$ cat src/rtl/hdr_frame_reader.sv
// Reads the idle half of the HDR double buffer into a 4-word prefetch FIFO; serves one RGB565 pixel per request.
// One-cycle pixel latency; ram_busy stalls issue, and reads are capped so FIFO plus in-flight never exceeds FIFO_DEPTH.
module hdr_frame_reader #(
  parameter logic [24:0] FRAME0_BASE     = 25'hE1000,
  parameter logic [24:0] FRAME1_BASE     = 25'h106800,
  parameter int          WORDS_PER_FRAME = 19200,
  parameter logic [24:0] ADDR_STEP       = 25'd4,
  parameter int          FIFO_DEPTH      = 4
) (
  input  logic         clk,
  input  logic         rst_n,
  input  logic         frame_start,
  input  logic         hdr_last_frame,
  input  logic         ram_busy,
  input  logic [255:0] rd_data,
  input  logic         rd_valid,
  input  logic         pixel_req,
  output logic         rd_req,
  output logic [24:0]  rd_address,
  output logic [15:0]  pixel_data,
  output logic         pixel_valid,
  output logic         underflow
);

  localparam int PW = $clog2(FIFO_DEPTH);
  localparam int CW = $clog2(FIFO_DEPTH + 1);
  localparam int WW = $clog2(WORDS_PER_FRAME + 1);

  typedef enum logic [1:0] {IDLE, FILL, STREAM, DONE} state_t;
  state_t state, state_nxt;

  logic [255:0]  mem [FIFO_DEPTH];
  logic [PW-1:0] wr_ptr, rd_ptr;
  logic [CW-1:0] fifo_count, outstanding, discard, outs_nxt;
  logic [CW:0]   occupancy;
  logic [WW-1:0] word_cnt, consumed_cnt;
  logic [3:0]    pix_idx;
  logic [7:0]    bit_base;
  logic [15:0]   head_raw, head_pix;
  logic          push, serve, pop, starve, issue, streaming;

  assign streaming = (state == STREAM);
  assign push      = rd_valid && (discard == '0) && !frame_start;
  assign serve     = pixel_req && streaming && (fifo_count != '0) && !frame_start;
  assign starve    = pixel_req && streaming && (fifo_count == '0) && !frame_start;
  assign pop       = serve && (pix_idx == 4'd15);
  assign occupancy = {1'b0, fifo_count} + {1'b0, outstanding};
  assign outs_nxt  = outstanding + CW'(rd_req) - CW'(rd_valid);

  // rd_req low this cycle guarantees outstanding and word_cnt already include every issued read.
  assign issue = (state == FILL || state == STREAM) && !ram_busy && !rd_req && !frame_start
                 && (word_cnt < WW'(WORDS_PER_FRAME))
                 && (occupancy < (CW+1)'(FIFO_DEPTH));

  // Stored words hold pixels little-endian per byte pair; swap bytes back to RGB565.
  assign bit_base = {pix_idx, 4'b0000};
  assign head_raw = mem[rd_ptr][bit_base +: 16];
  assign head_pix = {head_raw[7:0], head_raw[15:8]};

  always_ff @(posedge clk) begin
    if (!rst_n) state <= IDLE;
    else        state <= state_nxt;
  end

  always_comb begin
    state_nxt = state;
    if (frame_start) begin
      state_nxt = FILL;
    end else begin
      case (state)
        FILL:    if (fifo_count == CW'(FIFO_DEPTH)) state_nxt = STREAM;
        STREAM:  if (pop && consumed_cnt == WW'(WORDS_PER_FRAME - 1)) state_nxt = DONE;
        default: state_nxt = state;
      endcase
    end
  end

  always_ff @(posedge clk) begin
    if (push) mem[wr_ptr] <= rd_data;
  end

  always_ff @(posedge clk) begin
    if (!rst_n) begin
      rd_req       <= 1'b0;
      rd_address   <= FRAME0_BASE;
      pixel_data   <= 16'h0000;
      pixel_valid  <= 1'b0;
      underflow    <= 1'b0;
      wr_ptr       <= '0;
      rd_ptr       <= '0;
      fifo_count   <= '0;
      outstanding  <= '0;
      discard      <= '0;
      word_cnt     <= '0;
      consumed_cnt <= '0;
      pix_idx      <= '0;
    end else begin
      rd_req      <= issue;
      pixel_valid <= pixel_req;
      if (pixel_req) pixel_data <= serve ? head_pix : 16'h0000;
      outstanding <= outs_nxt;
      if (frame_start) begin
        // Reads still in flight belong to the old frame and must be dropped on return.
        rd_address   <= hdr_last_frame ? FRAME0_BASE : FRAME1_BASE;
        discard      <= outs_nxt;
        underflow    <= 1'b0;
        wr_ptr       <= '0;
        rd_ptr       <= '0;
        fifo_count   <= '0;
        word_cnt     <= '0;
        consumed_cnt <= '0;
        pix_idx      <= '0;
      end else begin
        if (rd_req) begin
          rd_address <= rd_address + ADDR_STEP;
          word_cnt   <= word_cnt + WW'(1);
        end
        if (rd_valid && discard != '0) discard <= discard - CW'(1);
        if (push) wr_ptr <= wr_ptr + PW'(1);
        fifo_count <= fifo_count + CW'(push) - CW'(pop);
        if (serve) pix_idx <= pix_idx + 4'd1;
        if (pop) begin
          rd_ptr       <= rd_ptr + PW'(1);
          consumed_cnt <= consumed_cnt + WW'(1);
        end
        if (starve) underflow <= 1'b1;
      end
    end
  end

endmodule

$ cat config.mk
export PLATFORM = sky130hd
export DESIGN_NAME = hdr_frame_reader
export DESIGN_NICKNAME = d
export VERILOG_FILES = /design/src/rtl/hdr_frame_reader.sv
export SDC_FILE = /design/constraint.sdc
export NUM_CORES = 1
export LEC_CHECK = 0
export ABC_CLOCK_PERIOD_IN_PS = 19590
export BUFFER_PORTS_ARGS = -buffer_cell sky130_fd_sc_hd__buf_2
export CORE_MARGIN = 5
export CORE_UTILIZATION = 40
export CTS_CLUSTER_DIAMETER = 80
export DETAILED_ROUTE_END_ITERATION = 8
export PLACE_DENSITY_LB_ADDON = 0.3
export SKIP_CTS_REPAIR_TIMING = 1
export SYNTH_ARGS = -nofsm -noshare
export SYNTH_HDL_FRONTEND = slang
export SYNTH_SLANG_ARGS = --single-unit
$ cat constraint.sdc
create_clock -name clk -period 19.59 [get_ports clk]
set_input_delay 4.8975 -clock clk [delete_from_list [all_inputs] [get_ports clk]]
set_output_delay 4.8975 -clock clk [all_outputs]
set_load 0.01 [all_outputs]
Yosys cells after proc, flatten, opt, wreduce, memory -nomap -nowiden
Memory sizes are Yosys's and may differ from the RTL's. A register that Yosys moved wholly into a read port is not among the register bits. Cells that the tools add are included.

Register bits: 93. Bits in latches: 0. Bits in writable memories: 1024. Bits in read-only memories: 0. Input port bits: 263. Logic and storage cells: 85. Memories kept: 1.

Add/subtract/negate cells: 12. Multiply operators: 0. Div/mod/pow operators: 0. $lt $le $gt $ge: 2. Equal/unequal tests: 9. Shifts and indexed selects: 1. Mux-type cells: 14. Bitwise logic cells: 1. Reductions and logical operators: 30.

Memories: mem (words 4, bits a word 256, rd ports 1, clocked after Yosys merged registers in 1, wr ports 1, line 32) `logic [255:0] mem [FIFO_DEPTH];`.

Operators with widths (count): variable part select 256 x 9 -> 16 bit (1); two-way mux 25 bit (2); adder 15 x 1 -> 15 bit, second input constant (2); adder 25 x 3 -> 25 bit, second input constant (1); two-way mux 21 bit (1); two-way mux 16 bit (1); == test 15 bit, second input constant (1); logical AND 1 bit (15); less-than comparator 15 bit, second input constant (1); nonzero test 3 bit (3); two-way mux 2 bit (4); adder 3 x 1 -> 3 bit (2); zero test 3 bit (2); two-way mux 3 bit (2); != test 3 x 2 -> 1 bit, second input constant (2); AND reduction 3 bit (2); nonzero test 2 bit (3); subtractor 3 x 1 -> 3 bit (2); adder 2 x 1 -> 2 bit, second input constant (2); adder 3 x 3 -> 4 bit (1); adder 4 x 1 -> 4 bit, second input constant (1); == test 4 bit, second input constant (1); less-than comparator 4 x 3 -> 1 bit, second input constant (1); != test 2 x 1 -> 1 bit, second input constant (2); 10 further kinds (14).

Depth between registers and ports, before layout
Gate-level depths: netlist of run 1.

Depth in word-level cells: 9. Depth in mapped cells: 12. Gate-level depth less buffers: 12.

Worst setup path after synthesis of run 1
Ideal clock, no wire load.

Path type: input to register. Start: input frame_start. End: memory mem[0][0], enable pin. Library setup time: 0.650 ns. Arrival time: 11.117 ns. Required time: 18.940 ns. Path slack: 7.823 ns. Stages on the path: 3. Path buffers: 1. Path through: clkbuf_1 -> nor2_1 -> and2_1.

Longest elaborated chain between the ends: 4.

RTL lines: start, declared (line 12) `input logic frame_start,`; zero test 1 bit (line 43) `assign push = rd_valid && (discard == '0) && !frame_start;`; logical AND 1 bit (line 43); two-way mux 1 bit (line 79) `if (push) mem[wr_ptr] <= rd_data;`; two-way mux 1 bit (not written as such) (line 79); end, declared (line 32).

No other way between the ends.

Worst setup path in the final report of run 1
Start: input rd_valid. End: memory mem[3][146], enable pin.

Longest elaborated chain between the ends: 4.

RTL lines: start, declared (line 16) `input logic rd_valid,`; logical AND 1 bit (2 in series) (line 43); two-way mux 1 bit (line 79); two-way mux 1 bit (not written as such) (line 79).

No other way between the ends.

==> reports/metrics.cfg, run 1 <==
[cts]
path_clk_slew_ns=0.06
htree_num_levels=3
cts_buffer_depth=3
insertion_delay_ns=0.71
cts_root_buf=clkbuf_16
numCtsBuffers=114
cts_sinks=1117
cts_tree=built

[floorplan]
die_w_um=337
die_y_um=337
start_util=0.401
dieArea_um2=114000
io_pins=307
core_area_um2=107000
core.rowCount=120

[global_route]
antenna_found_initial=76
grt_usage=0.181
grt_pass1_vias=22400
gr-total-overflow=0
grt_max_degree=145
grt_pass1_wl_mm=151

[sta]
skew_ns=0.0268
hold_viol_final=0
drv_slew=0
relSlewSlack=0.156
min_period_over_period=0.420
rsz0062_at_grt=false
post-route-min-period_ns=8.23
fin_tns_setup_ns=0
fmax_mhz=121
tightest_slew_ns=1.26
holdWs_ns=0.444
setup_viol=0

[setup_path]
path_cells=buf_2 > nand3b_1 > nor2_1 > and2_4 > buf_4 > buf_4 > buf_4
endpoint_kind=flop
startpoint_type=primary input
worstPathRequired_ns=19.90
worst-setup-path-type=primary input to flop
max_stage_delay_ns=0.89
crit_top_cell=buf_4
cp.arrival_ns=8.55
critPathSlowestCell=buf_4
worstPathMaxFanout=63

[cells_and_area]
drive_above_1_share=0.303
utilization=0.463
fin_nets=2718
areaGrowthSynthToFinish_pct=15.4

[status]
status=completed

[logic_synthesis]
netlist_instances=2102
async_flop_share=0
synth.avg_cell_area_um2=20.4
yosysSeqAreaShare=0.761
yosys_most_used_dff=edfxtp_1
syn_area_um2=42800
synth_edf_count=1024
synthDistinctLibCells=56
synth_seq_cells=1117
yosysWarningCount=0

[drt]
detail-route-antenna-nets=0
post-route-drc-count=0
drtIter0Drc=1931
vias_per_cell=5.45
drt_first_pass_iters=5
num_vias=21600
wl_per_cell_um=26.2
routed_wl_mm=104

[place]
dp_hpwl_mm=65.6
io_buffers=304
place.gp.congestion=0.725

[pwr]
p_int_mw=3.92
power.leakage_nw=15.8
combPwrFrac=0.039
cellPowerDensity_nw_per_um2=100
p_sw_mw=1.03
p_seq_frac=0.545
vdd_drop_max_v=0.0000833
netSwitchingFraction=0.208
clockPowerShare=0.416

[flow_run]
max-cap-violations=0

[worst_hold_path]
hold_class=flop to flop

cell families (layout without fill, tap and decap cells):
family,count (synthesis),after routing,share of synthesized area
flops,1117,1117,0.761
other cells,1,37,0.0000875
mux,291,291,0.135
simple gates,259,259,0.0301
buf+inv,133,564,0.0164
xor+xnor,53,53,0.0108
fa+ha+maj,20,20,0.00619
compound gates,228,228,0.0407
power by group through the flow:
stage	Clock, mW	Sequential (mW)	Combinational (mW)
after floorplan	0	2.76	0.101
after global placement	0	2.74	0.190
after detailed placement	0	2.75	0.196
after CTS	2.11	2.70	0.197
after global routing	2.21	2.70	0.211
final	2.06	2.70	0.192
worst max-delay path, delay by kind of cell:
| kind | cells | cell delay (ns) |
|---|---|---|
| buf+inv | 4 | 2.53 |
| simple gates | 3 | 0.93 |
metrics by stage:
step | total power [mW] | std cells | cell area [um2] | setup WS, ns
floorplan | 2.86 | 2103 | 42800 | 7.82
global placement | 2.93 | 3722 | 45800 | 10.65
detailed placement | 2.94 | 3722 | 45800 | 10.57
CTS | 5.00 | 3937 | 49400 | 11.31
global route | 5.12 | 3943 | 49400 | 11.15
finish | 4.94 | 3972 | 49500 | 11.36
routing by layer:
metal / track usage / vias to the layer above / wire length (um)
met4: 0.0405 / 30 / 2120
met5: 0 / - / 192
met1: 0.247 / 11200 / 42300
met3: 0.0542 / 199 / 9730
met2: 0.291 / 745 / 49700
li1: - / 9431 / -
layout by cell type (no fill, tap or decap), drive strengths merged, types with 28 or more instances in the layout:
cell       n
nand2     67
buf      327
a22oi     75
clkbuf   151
xor2      32
mux2i     47
inv       28
diode     35
mux4     226
a21oi     32
nor2      67
edfxtp  1024
clkinv    51
dfxtp     93
nand3     34
final timing paths:
kind / start / end / slack [ns] / cells past startpoint
max reg2reg: discard[0] / mem[3][146] / 15.12 / 8
min reg2reg: word_cnt[14] / rd_req / 0.44 / 1
max: rd_valid / mem[3][146] / 11.36 / 7
min: word_cnt[14] / rd_req / 0.44 / 1
cell type report:
class | instances | area (um2)
antenna | 35 | 87.6
clock buffer | 151 | 3070
clock inverter | 64 | 517
fill | 8895 | 57300
inverter | 22 | 82.6
multi-input combinational | 853 | 9590
sequential | 1117 | 32600
tap | 1403 | 1760
timing repair buffer | 327 | 1730
registers in the layout, indices dropped and copies added, names as in the netlist, named ones only:
name	cells
mem	1024
wr_ptr	2
rd_ptr	2
underflow	1
pixel_data	16
discard	3
state	2
pix_idx	4
rd_address	23
pixel_valid	1
rd_req	1
outstanding	3
fifo_count	3
consumed_cnt	15
word_cnt	15
cells in the mapped netlist, types with 4 or more instances:
cell type     n  share of area
o21ai_0      14         0.0016
ha_1         18         0.0053
buf_4        16         0.0028
nor2_1       67         0.0059
nand3b_1      6         0.0011
nand3_1      34         0.0040
buf_1         5        0.00044
and2_1       12         0.0018
o21a_1        4        0.00070
mux2_2       18         0.0047
o221ai_1     18         0.0037
nand2_1      67         0.0059
a22o_1       19         0.0039
nor4_1        5        0.00073
nor2b_1       6        0.00088
xor2_1       32         0.0065
buf_6        16         0.0042
o21ai_1       5        0.00058
buf_2        18         0.0021
a211o_1      14         0.0029
mux2i_1      47          0.011
a21oi_1      32         0.0037
nand4_1      21         0.0031
edfxtp_1   1024           0.72
and3_1       11         0.0016
inv_1        22         0.0019
a211oi_1      9         0.0016
nor3_1        7        0.00082
or3_1         9         0.0013
clkbuf_1     56         0.0049
xnor2_1      21         0.0043
a221oi_2      9         0.0032
a22oi_1      75          0.013
mux4_2      226           0.12
a221oi_1     16         0.0033
dfxtp_1      93          0.043
(Power assumes the default switching activity.)
==> run 2: changes to the inputs <==
--- a/config.mk
+++ b/config.mk
@@ -5,7 +5,7 @@
 export SDC_FILE = /design/constraint.sdc
 export NUM_CORES = 1
 export LEC_CHECK = 0
-export ABC_CLOCK_PERIOD_IN_PS = 19590
+export ABC_CLOCK_PERIOD_IN_PS = 8400
 export BUFFER_PORTS_ARGS = -buffer_cell sky130_fd_sc_hd__buf_2
 export CORE_MARGIN = 5
 export CORE_UTILIZATION = 40
==> constraint.sdc (replaced) <==
create_clock -name clk -period 8.4 [get_ports clk]
set_input_delay 2.1 -clock clk [delete_from_list [all_inputs] [get_ports clk]]
set_output_delay 2.1 -clock clk [all_outputs]
set_load 0.01 [all_outputs]
==> run 2 against run 1 <==
Compared with the run above:
- sequential share of layout area down 0.29 points
- sequential cell count stayed put
- register-to-register slack got worse by 10 ns
- utilization is 0.21 points higher
- global-route usage rose by 0.14 points
- total power increased by 140%
- count of clock-buffer cells in the layout fell by 12
- clock power up 140%
- via count fell by 0.50%
- hold slack better by 0.0027 ns
- critical path type unchanged
- critical endpoint is now mem[2][142]
- largest cell class unchanged
==> reports/metrics.cfg, run 2 (synthesized netlist as in run 1, its figures left out) <==
[global_route]
grt_pass1_wl_mm=152  ; was 151 mm
grt_max_degree=135  ; was 145
gr-total-overflow=0  ; unchanged
antenna_found_initial=83  ; was 76
grt_usage=0.182  ; was 0.181
grt_pass1_vias=22600  ; was 22400

[drt]
drtIter0Drc=1465  ; was 1931
wl_per_cell_um=26.3  ; was 26.2 um
detail-route-antenna-nets=0  ; unchanged
post-route-drc-count=0  ; unchanged
num_vias=21500  ; was 21600
vias_per_cell=5.41  ; was 5.45
met1Wirelength_mm=40.8  ; was 42.3 mm
wl_met3_mm=11.3  ; was 9.73 mm
top_layer=met5  ; unchanged
routed_wl_mm=105  ; was 104 mm
drt_first_pass_iters=5  ; unchanged
wl_met2_mm=49.8  ; was 49.7 mm

[cells_and_area]
fin_nets=2725  ; was 2718
areaGrowthSynthToFinish_pct=16.0  ; was 15.4%
drive_above_1_share=0.304  ; was 0.303
largest_reg_flops=1024  ; unchanged
top_regs=mem x1024, rd_address x23, pixel_data x16  ; unchanged
stdcell_count=3981  ; was 3972
stdcell_area_um2=49700  ; was 49500 um2
final_common_cell=edfxtp_1  ; unchanged
layout_common_cells=edfxtp_1, buf_2, mux4_2, clkbuf_16, dfxtp_1  ; unchanged
top_register=mem  ; unchanged
fillers=8891  ; was 8895

[pwr]
clockPowerShare=0.423  ; was 0.416
cellPowerDensity_nw_per_um2=235  ; was 100 nW/um2
netSwitchingFraction=0.203  ; was 0.208
p_seq_frac=0.538  ; was 0.545
combPwrFrac=0.039  ; about the same
p_int_mw=9.31  ; was 3.92 mW
p_sw_mw=2.37  ; was 1.03 mW
vdd_drop_max_v=0.000167  ; was 0.0000833 V
power.leakage_nw=15.9  ; was 15.8 nW

[flow_run]
max-cap-violations=0  ; unchanged

[sta]
fmax_mhz=227
skew_ns=0.0302  ; was 0.0268 ns
tightest_slew_ns=1.25  ; was 1.26 ns
setup_viol=0  ; unchanged
fin_tns_setup_ns=0  ; unchanged
hold_viol_final=0  ; unchanged
post-route-min-period_ns=4.40
rsz0062_at_grt=false  ; unchanged
min_period_over_period=0.524
drv_slew=0  ; unchanged
relSlewSlack=0.170  ; was 0.156

[setup_path]
worstPathMaxFanout=51  ; was 63
worst-setup-path-type=primary input to flop  ; unchanged
max_stage_delay_ns=0.70  ; was 0.89 ns
endpoint_kind=flop  ; unchanged
rr_worst_depth=6  ; was 8
cp.arrival_ns=4.70  ; was 8.55 ns
worstPathRequired_ns=8.69  ; was 19.90 ns
critPathSlowestCell=buf_4  ; unchanged
path_cells=buf_2 > nand3b_1 > nor2_1 > and2_4 > buf_4 > buf_4  ; was buf_2 > nand3b_1 > nor2_1 > and2_4 > buf_4 > buf_4 > buf_4
crit_top_cell=buf_4  ; unchanged
startpoint_type=primary input  ; unchanged

[cts]
cts_sinks=1117  ; unchanged
insertion_delay_ns=0.69  ; was 0.71 ns
cts_buffer_depth=3  ; unchanged
numCtsBuffers=114  ; unchanged
path_clk_slew_ns=0.06  ; about the same
cts_tree=built  ; unchanged
cts_root_buf=clkbuf_16  ; unchanged
htree_num_levels=3  ; unchanged

[worst_hold_path]
hold_class=flop to flop  ; unchanged
whs_path_depth=1  ; unchanged

[place]
place_inst=3728  ; was 3722
dp_hpwl_mm=66.4  ; was 65.6 mm
io_buffers=304  ; unchanged
place.gp.congestion=0.729  ; was 0.725
postPlaceCellArea_um2=45900  ; was 45800 um2

[floorplan]
dieArea_um2=114000  ; unchanged
core_area_um2=107000  ; unchanged
die_w_um=337  ; unchanged
io_pins=307  ; unchanged
die_y_um=337  ; unchanged
core.rowCount=120  ; unchanged
start_util=0.401  ; unchanged

[status]
status=completed  ; unchanged

## run 2: cell count changes in the layout (fill, tap and decap cells not counted), moves of 2 or more
cell and delta:
diode_2 +7, clkbuf_1 -8, clkinv_1 +6, clkbuf_8 -6
clkinvlp_4 +3, clkbuf_16 +2, buf_12 +3, buf_4 +3
bufinv_16 +7, clkinv_2 -7
## run 2: final timing paths
kind | endpoint | from | slack (ns)
min reg2reg | rd_req | word_cnt[14] | 0.45
max reg2reg | pixel_data[9] | pix_idx[0] | 4.84
max | mem[2][142] | rd_valid | 4.00
min | rd_req | word_cnt[14] | 0.45
## run 2: cell type report
| cell class | count | area [um2] | share of cell area |
|---|---|---|---|
| multi-input cells | 853 | 9590 | 0.193 |
| clock inverters | 71 | 684 | 0.0138 |
| diodes | 42 | 105 | 0.00212 |
| flip-flops and latches | 1117 | 32600 | 0.657 |
| inverters | 22 | 82.6 | 0.00166 |
| repair buffers | 334 | 1830 | 0.0368 |
| clock buffers | 139 | 3010 | 0.0606 |
| well taps | 1403 | 1760 | 0.0353 |
## run 2: through the flow
step / total power [mW] / setup slack (ns) / hold slack, ns / util
2_1_floorplan: 6.65 / 2.32 / 0.412 / -
3_3_place_gp: 6.84 / 3.21 / 0.428 / 0.430
3_5_place_dp: 6.86 / 3.24 / 0.439 / 0.430
4_1_cts: 11.8 / 3.96 / 0.448 / 0.464
5_1_grt: 12.1 / 3.83 / 0.466 / 0.465
6_report: 11.7 / 4.00 / 0.447 / 0.465
## run 2: power groups by stage
| stage | logic (mW) | clock network [mW] | registers (mW) |
|---|---|---|---|
| 6_report | 0.452 | 4.95 | 6.28 |
| 5_1_grt | 0.495 | 5.30 | 6.29 |
| 4_1_cts | 0.462 | 5.06 | 6.29 |
| 3_5_place_dp | 0.460 | 0 | 6.40 |
| 3_3_place_gp | 0.445 | 0 | 6.39 |
| 2_1_floorplan | 0.237 | 0 | 6.41 |
## run 2: worst max-delay path, delay by kind of cell
family | cells | cell delay, ns
simple gates | 3 | 1.11
buf+inv | 3 | 1.39
## run 2: routing by layer
| metal | track usage | vias up |
|---|---|---|
| li1 | - | 9454 |
| met1 | 0.231 | 11200 |
| met2 | 0.290 | 653 |
| met3 | 0.0784 | 200 |
| met4 | 0.0518 | 54 |
| met5 | 0 | - |
